**src/rtl/run_ctrl_pkg.sv**
```systemverilog
// Shared types and default constants for the program-run controller.
// Latency: n/a (types only).
// Backpressure: n/a.
package run_ctrl_pkg;

    typedef enum logic [2:0] {
        IDLE,
        RESET_CPU,
        RUN,
        DONE,
        TIMEOUT
    } run_state_t;

    localparam int          DEF_RST_CYCLES  = 2;
    localparam logic [15:0] DEF_TIMEOUT_CYC = 16'hFFF0;

endpackage

```
**src/rtl/run_ctrl_sat_counter.sv**
```systemverilog
// Saturating up-counter with synchronous clear; clear wins over enable.
// Latency: count updates one clock after clear/en.
// Backpressure: none; holds at all-ones instead of wrapping.
module sat_counter #(
    parameter int W = 16
) (
    input  logic         clk,
    input  logic         reset,
    input  logic         clear,
    input  logic         en,
    output logic [W-1:0] count
);

    always_ff @(posedge clk or negedge reset) begin
        if (!reset) begin
            count <= '0;
        end else if (clear) begin
            count <= '0;
        end else if (en && (count != '1)) begin
            count <= count + 1'b1;
        end
    end

endmodule

```
**src/rtl/run_ctrl.sv**
```systemverilog
// Sequences processor reset, run and result handshake; optional run limit under RUN_CTRL_TIMEOUT_EN.
// Latency: start->busy 1 clk, start->cpu_reset low RST_CYCLES+1 clks.
// Backpressure: result held in DONE/TIMEOUT until ack; starts outside IDLE are dropped.
module run_ctrl
    import run_ctrl_pkg::*;
#(
    parameter int            CW          = 16,
    parameter int            RST_CYCLES  = DEF_RST_CYCLES,
    parameter logic [CW-1:0] TIMEOUT_CYC = CW'(DEF_TIMEOUT_CYC)
) (
    input  logic          clk,
    input  logic          reset,
    input  logic          start,
    input  logic          ack,
    input  logic          cpu_done,
    output logic          cpu_reset,
    output logic          busy,
    output logic          finished,
    output logic          timed_out,
    output logic [CW-1:0] cycle_count
);

`ifdef RUN_CTRL_TIMEOUT_EN
    localparam bit TIMEOUT_EN = 1'b1;
`else
    localparam bit TIMEOUT_EN = 1'b0;
`endif

    localparam int TW = (RST_CYCLES > 1) ? $clog2(RST_CYCLES) : 1;

    run_state_t    state;
    logic [TW-1:0] timer;
    logic          timeout_hit;
    logic          cnt_clear;
    logic          cnt_en;

    // Done wins over the limit: the limit only applies when cpu_done is low.
    assign timeout_hit = TIMEOUT_EN && (cycle_count == TIMEOUT_CYC);
    assign cnt_clear   = (state == IDLE) && start;
    assign cnt_en      = (state == RUN) && !cpu_done && !timeout_hit;

    sat_counter #(
        .W (CW)
    ) u_cycle_cnt (
        .clk   (clk),
        .reset (reset),
        .clear (cnt_clear),
        .en    (cnt_en),
        .count (cycle_count)
    );

    always_ff @(posedge clk or negedge reset) begin
        if (!reset) begin
            state     <= IDLE;
            timer     <= '0;
            cpu_reset <= 1'b1;
            busy      <= 1'b0;
            finished  <= 1'b0;
            timed_out <= 1'b0;
        end else begin
            case (state)
                IDLE: begin
                    if (start) begin
                        state <= RESET_CPU;
                        busy  <= 1'b1;
                        timer <= TW'(RST_CYCLES - 1);
                    end
                end
                RESET_CPU: begin
                    if (timer == '0) begin
                        state     <= RUN;
                        cpu_reset <= 1'b0;
                    end else begin
                        timer <= timer - 1'b1;
                    end
                end
                RUN: begin
                    if (cpu_done) begin
                        state     <= DONE;
                        cpu_reset <= 1'b1;
                        busy      <= 1'b0;
                        finished  <= 1'b1;
                    end else if (timeout_hit) begin
                        state     <= TIMEOUT;
                        cpu_reset <= 1'b1;
                        busy      <= 1'b0;
                        timed_out <= TIMEOUT_EN;
                    end
                end
                DONE, TIMEOUT: begin
                    if (ack) begin
                        state     <= IDLE;
                        finished  <= 1'b0;
                        timed_out <= 1'b0;
                    end
                end
                default: begin
                    state     <= IDLE;
                    cpu_reset <= 1'b1;
                    busy      <= 1'b0;
                    finished  <= 1'b0;
                    timed_out <= 1'b0;
                end
            endcase
        end
    end

endmodule

```
**config.mk**
```make
export PLATFORM = sky130hd
export DESIGN_NAME = run_ctrl
export DESIGN_NICKNAME = d
export VERILOG_FILES = /design/src/rtl/run_ctrl_pkg.sv /design/src/rtl/run_ctrl_sat_counter.sv /design/src/rtl/run_ctrl.sv
export SDC_FILE = /design/constraint.sdc
export NUM_CORES = 1
export LEC_CHECK = 0
export CAP_MARGIN = 0
export CORE_MARGIN = 1.5
export CORE_UTILIZATION = 48
export CTS_BUF_LIST = sky130_fd_sc_hd__clkbuf_8
export DETAILED_ROUTE_END_ITERATION = 16
export HOLD_SLACK_MARGIN = 0.05
export PLACE_DENSITY = 0.77
export SYNTH_ARGS = -nofsm -noshare
export SYNTH_HDL_FRONTEND = slang
export SYNTH_HIERARCHICAL = 1
export SYNTH_SLANG_ARGS = --single-unit
```
**constraint.sdc**
```tcl
create_clock -name clk -period 2.1 [get_ports clk]
set_clock_uncertainty 0.1 [all_clocks]
set_input_delay 0.42 -clock clk [delete_from_list [all_inputs] [get_ports clk]]
set_output_delay 0.42 -clock clk [all_outputs]
set_load 0.01 [all_outputs]
```
==> out/qor.csv <==
stage,metric,value,unit
outcome,status,finished clean,
synth,"Cell Area, Synth",1340,um2
worst_setup_path,CP Launch Point,cpu_done,
worst_setup_path,R2R Path Start,state[0]$_DFFE_PN0P_,
final_layout,Layout area overhead,29.9,%
sta,final hold violation count,0,
power_and_ir_drop,P_leak,0.738,nW
drt,Routed WL,3.04,mm
floorplanning,Placeable Area,2570,um2
synth,share of the synthesized area in the top cell type,39.3,%
final_layout,Post-layout nets,181,
synth,ys flop type,dfrtp_1,
cts,Num CTS Buffers,3,
cts,H-tree depth,1,
synth,Synth Instances,135,
sta,Final setup viols,0,
final_layout,antenna diode count,0,
worst_setup_path,CP peak stage delay,0.43,ns
floorplanning,die area,3110,um2
drt,drt pass-1 iters,4,
placed_design,DP Area,1670,um2
worst_setup_path,WP data arrival,2.07,ns
synth,"top cells by area, synth","dfrtp_1 39%, ha_1 4.7%, a21oi_1 4.1%",
worst_setup_path,startpoint types,primary input,
placed_design,DP Cell Count,195,
global_route,GRT Total Usage,20.5,%
worst_setup_path,worst-path fanout max,3,
floorplanning,die width,55.8,um
floorplanning,die height,55.8,um
placed_design,GPL Wtd Cong,0.816,
synth,post-synthesis register bit count,22,
drt,antenna-violating nets left,0,
global_route,global route overflow,0,
worst_setup_path,slowest CP cell,clkdlybuf4s50_1,
synth,post-synth top area cell,dfrtp_1,
synth,Post-synth EDFFs,0,
final_layout,fill count,209,
worst_hold_path,worst min-delay path category,primary input to asynchronous set/reset pin,
synth,Synth Area per Inst,9.91,um2
sta,Slew Limit Fails,0,
sta,unrepaired setup endpoints after global routing,yes,
sta,final setup TNS,0,ns
cts,CTS max path bufs,2,
floorplanning,cell row count,18,
worst_setup_path,worst endpoint required time,2.15,ns
final_layout,Final Util,67.7,%
worst_setup_path,crit path kind,primary input to flop,
power_and_ir_drop,pwr dens,913,nW/um2
placed_design,port buffer count,23,
floorplanning,IO Pins,25,
power_and_ir_drop,peak supply drop,0.000880,V
sta,worst setup margin,0.0803,ns
power_and_ir_drop,overall power,1.59,mW
final_layout,post-route design area,1740,um2
sta,final worst-path cycle share,96.2,%
global_route,first-pass GRT wire length,5.14,mm
sta,worst hold margin,0.379,ns
drt,routed vias/inst,5.97,
synth,Syn Nets,145,
worst_setup_path,worst path cell trace,clkdlybuf4s50_1 -> nand2b_4 -> inv_2 -> buf_4 -> nand3_1 -> nor4_1 -> mux2_1,
synth,Syn. warnings,6,
placed_design,detailed placement HPWL,2.24,mm
drt,routed vias,1193,
cts,Post-CTS Hold Buffers,0,
final_layout,Finished Layout Cells,200,
cts,later-pin clock latency in the skew report,0.26,ns
synth,"Seq/Total Area, Yosys",41.3,%
cts,"Clk pin slew, worst setup/hold paths",0.08,ns
cts,Sink Count,22,
placed_design,pre-CTS WS,-0.136,ns
global_route,largest net degree at the start of global routing,15,
cts,CTS tree,yes,
global_route,initial antenna violation count,0,
sta,max frequency,495,MHz
synth,Synth async-reset ratio,100,%
cts,CTS root buffer,clkbuf_8,
worst_setup_path,CP Capture Type,flop,
final_layout,layout cells sized above 1,21.8,%
drt,DRT iter0 DRCs,27,
sta,fin crit period,2.02,ns
floorplanning,initial core utilization,52.1,%
drt,routed len/inst,15.2,um
flow_run,max cap viols,0,
global_route,vias in the first global route,1127,
synth,synth unique cells,40,
drt,# DRC,0,
-- area by class of cell --
type | instances | area [um2] | area share, %
multi-input cells | 98 | 733 | 42.2
clock inverters | 1 | 3.75 | 0.216
well taps | 30 | 37.5 | 2.16
repair inverters | 1 | 5.00 | 0.288
flip-flops and latches | 22 | 552 | 31.7
inverters | 9 | 37.5 | 2.16
clock buffers | 3 | 41.3 | 2.38
repair buffers | 36 | 328 | 18.9
-- Yosys cell counts (2+ instances only) --
master / count
a21oi_1: 11
a31oi_1: 4
and3_1: 2
and4_2: 2
clkbuf_1: 4
dfrtp_1: 21
ha_1: 5
inv_1: 7
inv_2: 2
mux2_1: 4
nand2_1: 8
nand2b_4: 2
nand3_1: 4
nand4_1: 6
nor2_1: 7
nor2b_1: 4
nor4_1: 4
o21ai_1: 3
o2bb2ai_1: 2
o31ai_1: 7
or3_1: 2
or4_1: 5
or4_2: 2
-- worst paths after layout --
path | to | slack (ns) | cells after the start
min reg2reg | cpu_reset$_DFFE_PN1P_ | 0.39 | 1
min | u_cycle_cnt/count[11]$_DFFE_PN0P_ | 0.38 | 2
max reg2reg | u_cycle_cnt/count[15]$_DFFE_PN0P_ | 0.09 | 8
max | u_cycle_cnt/count[15]$_DFFE_PN0P_ | 0.08 | 7
max in group asynchronous | cpu_reset$_DFFE_PN1P_ | 1.26 | 2
min in group clk | cpu_reset$_DFFE_PN1P_ | 0.39 | 1
-- worst max-delay path: cells and delay by family --
kind	cells	cell delay [ns]
AND/OR/NAND/NOR	3	0.61
buffers and inverters	3	0.67
multiplexers	1	0.36
-- repair_timing --
item | in CTS | in global routing
endpoints found under the setup margin | 0 | 8
setup buffers | 0 | 0
resized for setup | 0 | 5
-- flip-flops by register name, summed over array words and instances, names as in the netlist --
| name | count |
|---|---|
| cpu_reset | 1 |
| u_cycle_cnt/count | 16 |
| busy | 1 |
| timer | 1 |
| state | 2 |
| finished | 1 |
-- routing by layer --
metal	GRT usage (%)	part of all wire, %	vias up
met2	36.2	51	28
li1	-	-	579
met1	26.3	45	582
met4	5.57	0.92	0
met5	0	0	-
met3	2.33	2.9	4
-- report_power, final --
part           internal (mW)  switching, mW  total [mW]  leakage [nW]
combinational          0.361          0.381       0.742         0.418
clock                  0.130          0.132       0.263        0.0269
sequential             0.510         0.0728       0.583         0.293
-- kinds of logic after synthesis --
family	share of synthesized area, %
simple gates	26.3
compound gates	17.2
flops	41.3
buf+inv	5.05
mux	5.24
fa+ha+maj	4.68
other cells	0.280
-- cells in the final DEF (no fill, tap or decap), drive strengths merged, types with 5 or more instances in the layout --
cell / n
inv: 9
mux2: 5
nor2: 7
nand4: 7
ha: 5
a21oi: 11
dfrtp: 21
nand2: 8
or4: 7
o31ai: 7
clkdlybuf4s50: 23
buf: 13
nor4: 5
No activity file was read; power rests on OpenSTA's default activity.
